## src/rtl/edge_pipeline_sequencer.sv

```systemverilog
// Sequencer for the edge-processing chain: launches enabled stages in order,
// steers the shared BRAM port owner, gates VGA output and watches for hung stages.
module edge_pipeline_sequencer #(
    parameter int unsigned TIMEOUT = 4_000_000,
    parameter int unsigned CNT_W   = 22
) (
    input  logic       clk,
    input  logic       rst,
    input  logic       go,
    input  logic       abort,
    input  logic [3:0] stage_en,
    input  logic [3:0] stage_done,
    output logic [3:0] stage_start,
    output logic [2:0] port_sel,
    output logic       busy,
    output logic       done,
    output logic       vga_enable,
    output logic       error,
    output logic [1:0] err_stage
);

    localparam logic [1:0] S_IDLE  = 2'd0;
    localparam logic [1:0] S_RUN   = 2'd1;
    localparam logic [1:0] S_DONE  = 2'd2;
    localparam logic [1:0] S_ERROR = 2'd3;

    localparam logic [CNT_W-1:0] WD_LAST = CNT_W'(TIMEOUT - 1);
    localparam logic [CNT_W-1:0] WD_ONE  = CNT_W'(1);

    logic [1:0]       r_state;
    logic [1:0]       r_cur;
    logic [3:0]       r_mask;
    logic [3:0]       r_done_q;
    logic [3:0]       r_start;
    logic [2:0]       r_port_sel;
    logic             r_busy;
    logic             r_done;
    logic             r_error;
    logic [1:0]       r_err_stage;
    logic [CNT_W-1:0] r_wd;

    logic       w_first_vld;
    logic [1:0] w_first;
    logic       w_next_vld;
    logic [1:0] w_next;
    logic       w_complete;
    logic       w_timeout;

    // Lowest enabled stage for a new run, and next enabled stage above r_cur.
    always_comb begin
        w_first_vld = 1'b0;
        w_first     = '0;
        w_next_vld  = 1'b0;
        w_next      = '0;
        for (int unsigned i = 0; i < 4; i++) begin
            if (stage_en[i] && !w_first_vld) begin
                w_first_vld = 1'b1;
                w_first     = 2'(i);
            end
            if (r_mask[i] && (i > {30'b0, r_cur}) && !w_next_vld) begin
                w_next_vld = 1'b1;
                w_next     = 2'(i);
            end
        end
    end

    assign w_complete = stage_done[r_cur] & ~r_done_q[r_cur];
    assign w_timeout  = (r_wd == WD_LAST);

    always_ff @(posedge clk) begin
        if (rst) begin
            r_state     <= S_IDLE;
            r_cur       <= '0;
            r_mask      <= '0;
            r_done_q    <= '1;
            r_start     <= '0;
            r_port_sel  <= '0;
            r_busy      <= 1'b0;
            r_done      <= 1'b0;
            r_error     <= 1'b0;
            r_err_stage <= '0;
            r_wd        <= '0;
        end else begin
            r_done_q <= stage_done;
            r_start  <= '0;
            if (abort) begin
                r_state    <= S_IDLE;
                r_done     <= 1'b0;
                r_error    <= 1'b0;
                r_busy     <= 1'b0;
                r_port_sel <= '0;
            end else begin
                case (r_state)
                    S_RUN: begin
                        r_wd <= r_wd + WD_ONE;
                        if (w_timeout) begin
                            r_state     <= S_ERROR;
                            r_error     <= 1'b1;
                            r_err_stage <= r_cur;
                            r_port_sel  <= '0;
                            r_busy      <= 1'b0;
                        end else if (w_complete) begin
                            if (w_next_vld) begin
                                r_cur      <= w_next;
                                r_start    <= 4'b0001 << w_next;
                                r_port_sel <= {1'b0, w_next} + 3'd1;
                                r_wd       <= '0;
                            end else begin
                                r_state    <= S_DONE;
                                r_done     <= 1'b1;
                                r_busy     <= 1'b0;
                                r_port_sel <= '0;
                            end
                        end
                    end
                    S_IDLE, S_DONE: begin
                        if (go) begin
                            r_mask <= stage_en;
                            if (w_first_vld) begin
                                r_state    <= S_RUN;
                                r_cur      <= w_first;
                                r_start    <= 4'b0001 << w_first;
                                r_port_sel <= {1'b0, w_first} + 3'd1;
                                r_busy     <= 1'b1;
                                r_done     <= 1'b0;
                                r_wd       <= '0;
                            end else begin
                                r_state <= S_DONE;
                                r_done  <= 1'b1;
                            end
                        end
                    end
                    default: begin
                        // ERROR holds until abort or reset
                    end
                endcase
            end
        end
    end

    assign stage_start = r_start;
    assign port_sel    = r_port_sel;
    assign busy        = r_busy;
    assign done        = r_done;
    assign vga_enable  = r_done;
    assign error       = r_error;
    assign err_stage   = r_err_stage;

endmodule

```

## config.mk

```make
export PLATFORM = sky130hd
export DESIGN_NAME = edge_pipeline_sequencer
export DESIGN_NICKNAME = d
export VERILOG_FILES = /design/src/rtl/edge_pipeline_sequencer.sv
export SDC_FILE = /design/constraint.sdc
export NUM_CORES = 1
export LEC_CHECK = 0
export ABC_AREA = 1
export BUFFER_PORTS_ARGS = -buffer_cell sky130_fd_sc_hd__buf_4
export CAP_MARGIN = 20
export CORE_MARGIN = 2
export CORE_UTILIZATION = 53
export DETAILED_ROUTE_END_ITERATION = 8
export PLACE_DENSITY = 0.85
export SLEW_MARGIN = 30
export SYNTH_ARGS = -nofsm -noshare
export SYNTH_HDL_FRONTEND = slang
export SYNTH_SLANG_ARGS = --single-unit
```

## constraint.sdc

```tcl
create_clock -name clk -period 1.4 [get_ports clk]
set_input_delay 0.14 -clock clk [delete_from_list [all_inputs] [get_ports clk]]
set_output_delay 0.14 -clock clk [all_outputs]
set_load 0.05 [all_outputs]
```

# Word-level counts from Yosys, hierarchy flattened
# Cells that the tools add are included.
# Widths: inputs -> output; s select.
# op_classes
add_sub_neg	3
magnitude_cmp	4
n_eq_ne	11
shift	2
mux	59
n_bitwise	3
n_reduce_logical	26
# ops
op	count
$mux 22	5
$pmux 22 s2	1
$mux 2	14
$add 22x1->22 const B	1
$eq 22x22->1 const B	1
$mux 1	21
$mux 4	5
$mux 3	5
$ne 2x2->1 const B	6
$reduce_and 4->1	3
$reduce_and 5->1	2
$logic_and 1x1->1	8
$pmux 2 s2	2
$pmux 4 s2	1
$shl 1x2->4 const A	2
$reduce_and 7->1	1
$add 2x1->3 const B	2
$ne 3x3->1 const B	2
$pmux 3 s2	1
$reduce_and 3->1	2
$logic_not 1->1	5
$bmux 1 s2	2
$gt 2x2->1 const A	2
$pmux 1 s2	2
10 further kinds	12
# totals
register_bits	46
in_bits	12
elab_cells	119

# Logic depth before layout (Yosys ltp)
# logic_depth
depth_word	14
ltp_mapped	11
depth_no_buf	11

# Least setup slack after synthesis
# No wires, ideal clock.
# synth_timing
path_kind	reg-to-reg
start	reg r_cur[0]
end	reg r_port_sel[1] (netlist: port_sel[1])
setup_ps	118
arrival_ps	1381
required_ps	1282
slack_ps	-98
path_stages_with_launch	11
path_buffers	0
path_cell_list	dfxtp_1 > inv_1 > nand3_2 > inv_1 > a21oi_1 > inv_1 > ha_1 > nand4_1 > nand2_1 > nor2_1 > nor2_1
# synth_via
elab_chain_len	14
# synth_rtl
element	line_no	text
from (decl)	31	logic [1:0] r_cur;
from (signal assigned)	104	r_cur <= w_next;
from (signal assigned)	121	r_cur <= w_first;
$gt 1x2->1	60	if (r_mask[i] && (i > {30'b0, r_cur}) && !w_next_vld) begin
$logic_and 1x1->1	60	
$mux 1	60	
$logic_not 1->1	60	
$logic_and 1x1->1	60	
$mux 1	60	
$logic_not 1->1	60	
$logic_and 1x1->1	60	
$mux 2	60	
$add 2x1->3	106	r_port_sel <= {1'b0, w_next} + 3'd1;
$mux 3	103	if (w_next_vld) begin
$mux 3	102	end else if (w_complete) begin
$mux 3	96	if (w_timeout) begin
$pmux 3 s2	93	case (r_state)
to (signal assigned)	106	
to (signal assigned)	123	r_port_sel <= {1'b0, w_first} + 3'd1;
to (decl)	35	logic [2:0] r_port_sel;
# Several ways; a longest one is shown, not always the timed one. The select of a mux whose other input is x is not followed.
# A chain may end at the register's enable or synchronous reset.

# Final worst setup path
# layout_timing
start	reg r_wd[8]
end	reg r_wd[20]
# layout_via
elab_chain_len	5
# layout_rtl
element	line_no	text
from (decl)	40	logic [CNT_W-1:0] r_wd;
from (signal assigned)	95	r_wd <= r_wd + WD_ONE;
$add 22x1->22	95	
$mux 22	103	
$mux 22	102	
$mux 22 *	96	
$pmux 22 s2 *	93	
# Mark *: on every way between the ends. The rest lies on a longest branch, timed or not.

==> results.py <==
metrics = {
    "run_status": {
        "outcome": "complete, but fails checks",
        "violations": "negative setup slack",
    },
    "setup_path": {
        "cp_common_cell": "nand2_1",
        "crit_slowest_cell": "dfxtp_4",
        "cp.required_ns": 1.64,
        "crit_chain": "inv_2 -> nand2_1 -> nor2_1 -> nand2_1 -> nor2_4 -> buf_4 -> nand2_4 -> nand3_4 -> nand3_1 -> a21oi_1",
        "worst_setup_path_start_kind": "flip-flop",
        "end_kind": "flip-flop",
        "crit_arrival_ns": 1.93,
        "cp_max_fo": 7,
        "critPathMaxStageDelay_ns": 0.38,
        "critPathKind": "reg -> reg",
    },
    "detailed_routing": {
        "drt_iter0_markers": 578,
        "drc": 0,
        "antenna_left": 0,
        "drt-total-wl_um": 11400,
        "vias_per_cell": 6.49,
        "detail_route.first_pass.iterations": 7,
        "routedWlPerCell_um": 20.8,
        "vias": 3572,
    },
    "synthesis": {
        "synth.net_count": 408,
        "synth-warning-count": 0,
        "netlist_area_mm2": 0.00260,
        "yosysUniqueCellTypes": 35,
        "synth_top_cell_area_share_pct": 34.6,
        "syn_area_per_cell_um2": 6.73,
        "seq_area_frac_synth_pct": 34.6,
        "netlist_instances": 387,
        "yosysTopAreaCell": "dfxtp_1",
        "ys_top_cells_by_area": "dfxtp_1 (35%), nand2_1 (13%), nor2_1 (7.8%), inv_1 (7.5%), nand3_1 (5.6%)",
        "yosys_register_bits": 45,
    },
    "floorplanning": {
        "die_h_um": 74.1,
        "die_area_mm2": 0.00549,
        "fp.dieW_um": 74.1,
        "num_io_pins": 25,
        "row_count": 25,
        "fp.coreArea_mm2": 0.00472,
        "start_util_pct": 55.1,
    },
    "pwr": {
        "powerDensity_mw_per_mm2": 779,
        "clkPwrFrac_pct": 35.1,
        "leakage_nw": 1.71,
        "seq_power_share_pct": 43.5,
        "power_switching_mw": 0.934,
        "p_comb_share_pct": 21.4,
        "p_int_mw": 2.13,
        "netSwitchingFraction_pct": 30.5,
        "ir_worst_vdd_mv": 0.673,
    },
    "timing": {
        "slew_headroom_pct": 66.2,
        "worstMarginPinSlew_ns": 0.506,
        "fin_crit_sh_pct": 120,
        "timing.fmax_mhz": 595,
        "min_period_ns": 1.68,
        "report.final.hold_viol_count": 0,
        "finClkSkew_ns": 0.00648,
        "whs_ns": 0.0262,
        "setup_viol": 38,
        "postLayoutSetupSlackWorst_ns": -0.281,
        "maxSlewViolCount": 0,
        "rsz0062_at_grt": "true",
    },
    "placed_design": {
        "dp_hpwl_um": 5260,
        "io_buffers": 24,
        "place_congestion": 0.895,
    },
    "global_routing": {
        "grt_pass1_wl_um": 14000,
        "antenna_found_initial": 0,
        "grt_pass1_vias": 3098,
        "grt_max_degree": 15,
        "grtUsageTotal_pct": 33.4,
        "grt_overflow": 0,
    },
    "cells_and_area": {
        "fin_nets": 503,
        "antenna_cells": 0,
        "layout_commonest_cell": "buf_4",
        "utilization_pct": 83.2,
        "multi_input_comb_area_mm2": 0.00185,
        "area_growth_syn_to_layout_pct": 51.0,
        "n_fill_cell": 247,
        "final_cell_mix": "buf_4 (86), nand2_1 (75), inv_1 (43)",
        "seq_area_um2": 941,
        "drive_gt1_share_pct": 44.7,
    },
    "cts": {
        "h-tree-depth": 2,
        "cts_buffers": 5,
        "cts_root_buf": "clkbuf_8",
        "clock_latency_ns": 0.31,
        "clkTransAtPathRegs_ns": 0.09,
        "cts.sinks": 45,
        "cts_tree": "done",
        "postCtsHoldBufs": 0,
        "cts_buffer_depth": 2,
    },
    "flow_run": {
        "drv_cap": 0,
    },
    "worst_hold_path": {
        "hold_path.class": "in -> reg",
    },
}
## cells by family after synthesis
family	Yosys count	share of synthesized area (%)
and+or+nand+nor	225	41.1
buffers and inverters	61	9.71
DFF	45	34.6
AOI/OAI and AO/OA	44	9.23
adders and majority gates	9	4.32
xor gates and xnor gates	3	1.01
## path summary, 6_finish.rpt
kind                                     to          start  slack [ns]  depth (start not counted)
worst max register to register     r_wd[20]        r_wd[8]       -0.28                         10
worst max-delay path               r_wd[20]        r_wd[8]       -0.28                         10
worst min-delay path            r_done_q[0]  stage_done[0]        0.03                          2
worst min register to register         done           done        0.47                          2
## synth_stat cells
cell type and count:
a31oi_1 2, buf_6 2, o211ai_1 1, nand3_1 29, o21ai_0 10, inv_1 52
nor2b_1 1, nand3_2 3, nor3_1 13, inv_2 3, nor2_1 54, nor3_4 1
dfxtp_1 45, nand4_1 8, nand2_2 5, buf_4 2, nor2_4 1, nand3_4 2
buf_2 1, or2_2 5, nand2_4 3, o21ai_1 2, ha_1 9, nand2_1 90
o21bai_1 2, nor4_1 1, xor2_1 3, nor2_2 4, nand3b_1 1, clkbuf_1 1
o21a_1 1, a21oi_1 24, a21oi_2 2, and2_0 1, nor3_2 3
## metal layers
| metal | track usage [%] | share of wire, % |
|---|---|---|
| met1 | 36.9 | 33 |
| met2 | 59.1 | 45 |
| met3 | 6.50 | 12 |
| met4 | 20.0 | 11 |
| met5 | 0 | 0 |
## power by group through the flow
stage / Sequential, mW / Clock, mW / Combinational [mW]
floorplan: 1.39 / 0 / 0.242
global placement: 1.36 / 0 / 0.446
detailed placement: 1.36 / 0 / 0.460
CTS: 1.33 / 1.05 / 0.531
global route: 1.33 / 1.11 / 0.676
finish: 1.33 / 1.07 / 0.654
## worst max-delay path: cells and delay by family (launching register included)
kind	cells	cell delay, ns
AO/OA/AOI/OAI	1	0.15
flip-flops	1	0.38
AND/OR/NAND/NOR	7	0.88
buffers and inverters	2	0.19
## per-stage QoR
stage               total power, mW  TNS [ns]  cell area [µm²]  instances  setup slack, ns
finish                         3.06     -7.88             3930        550           -0.281
floorplan                      1.63    -0.230             2640        387          -0.0310
detailed placement             1.82     -4.34             3250        523           -0.172
global placement               1.81     -2.59             3250        523           -0.111
global route                   3.12    -10.27             3930        550           -0.365
CTS                            2.91    -0.545             3680        544          -0.0571
## cell type report
class                      count  area share [%]
multi-input combinational    283            47.1
inverter                      55            5.44
sequential                    45            23.9
clock inverter                 2           0.955
tap                           67            2.13
clock buffer                   6            2.10
timing repair buffer          92            18.4
## sequential cells by signal (all words and copies together), names as in the netlist, 2 cells and up
| register | count |
|---|---|
| err_stage | 2 |
| port_sel | 3 |
| r_cur | 2 |
| r_done_q | 4 |
| r_mask | 3 |
| r_state | 2 |
| r_wd | 22 |
| stage_start | 4 |
## what timing repair did
item / CTS / global route
hold endpoints to repair: 0 / 0
cloned: 2 / 0
resized for setup: 68 / 57
buffers inserted: 11 / 6
endpoints found under the setup margin: 37 / 38
pin swaps: 17 / 21
Power figures use the tool's default switching activity.
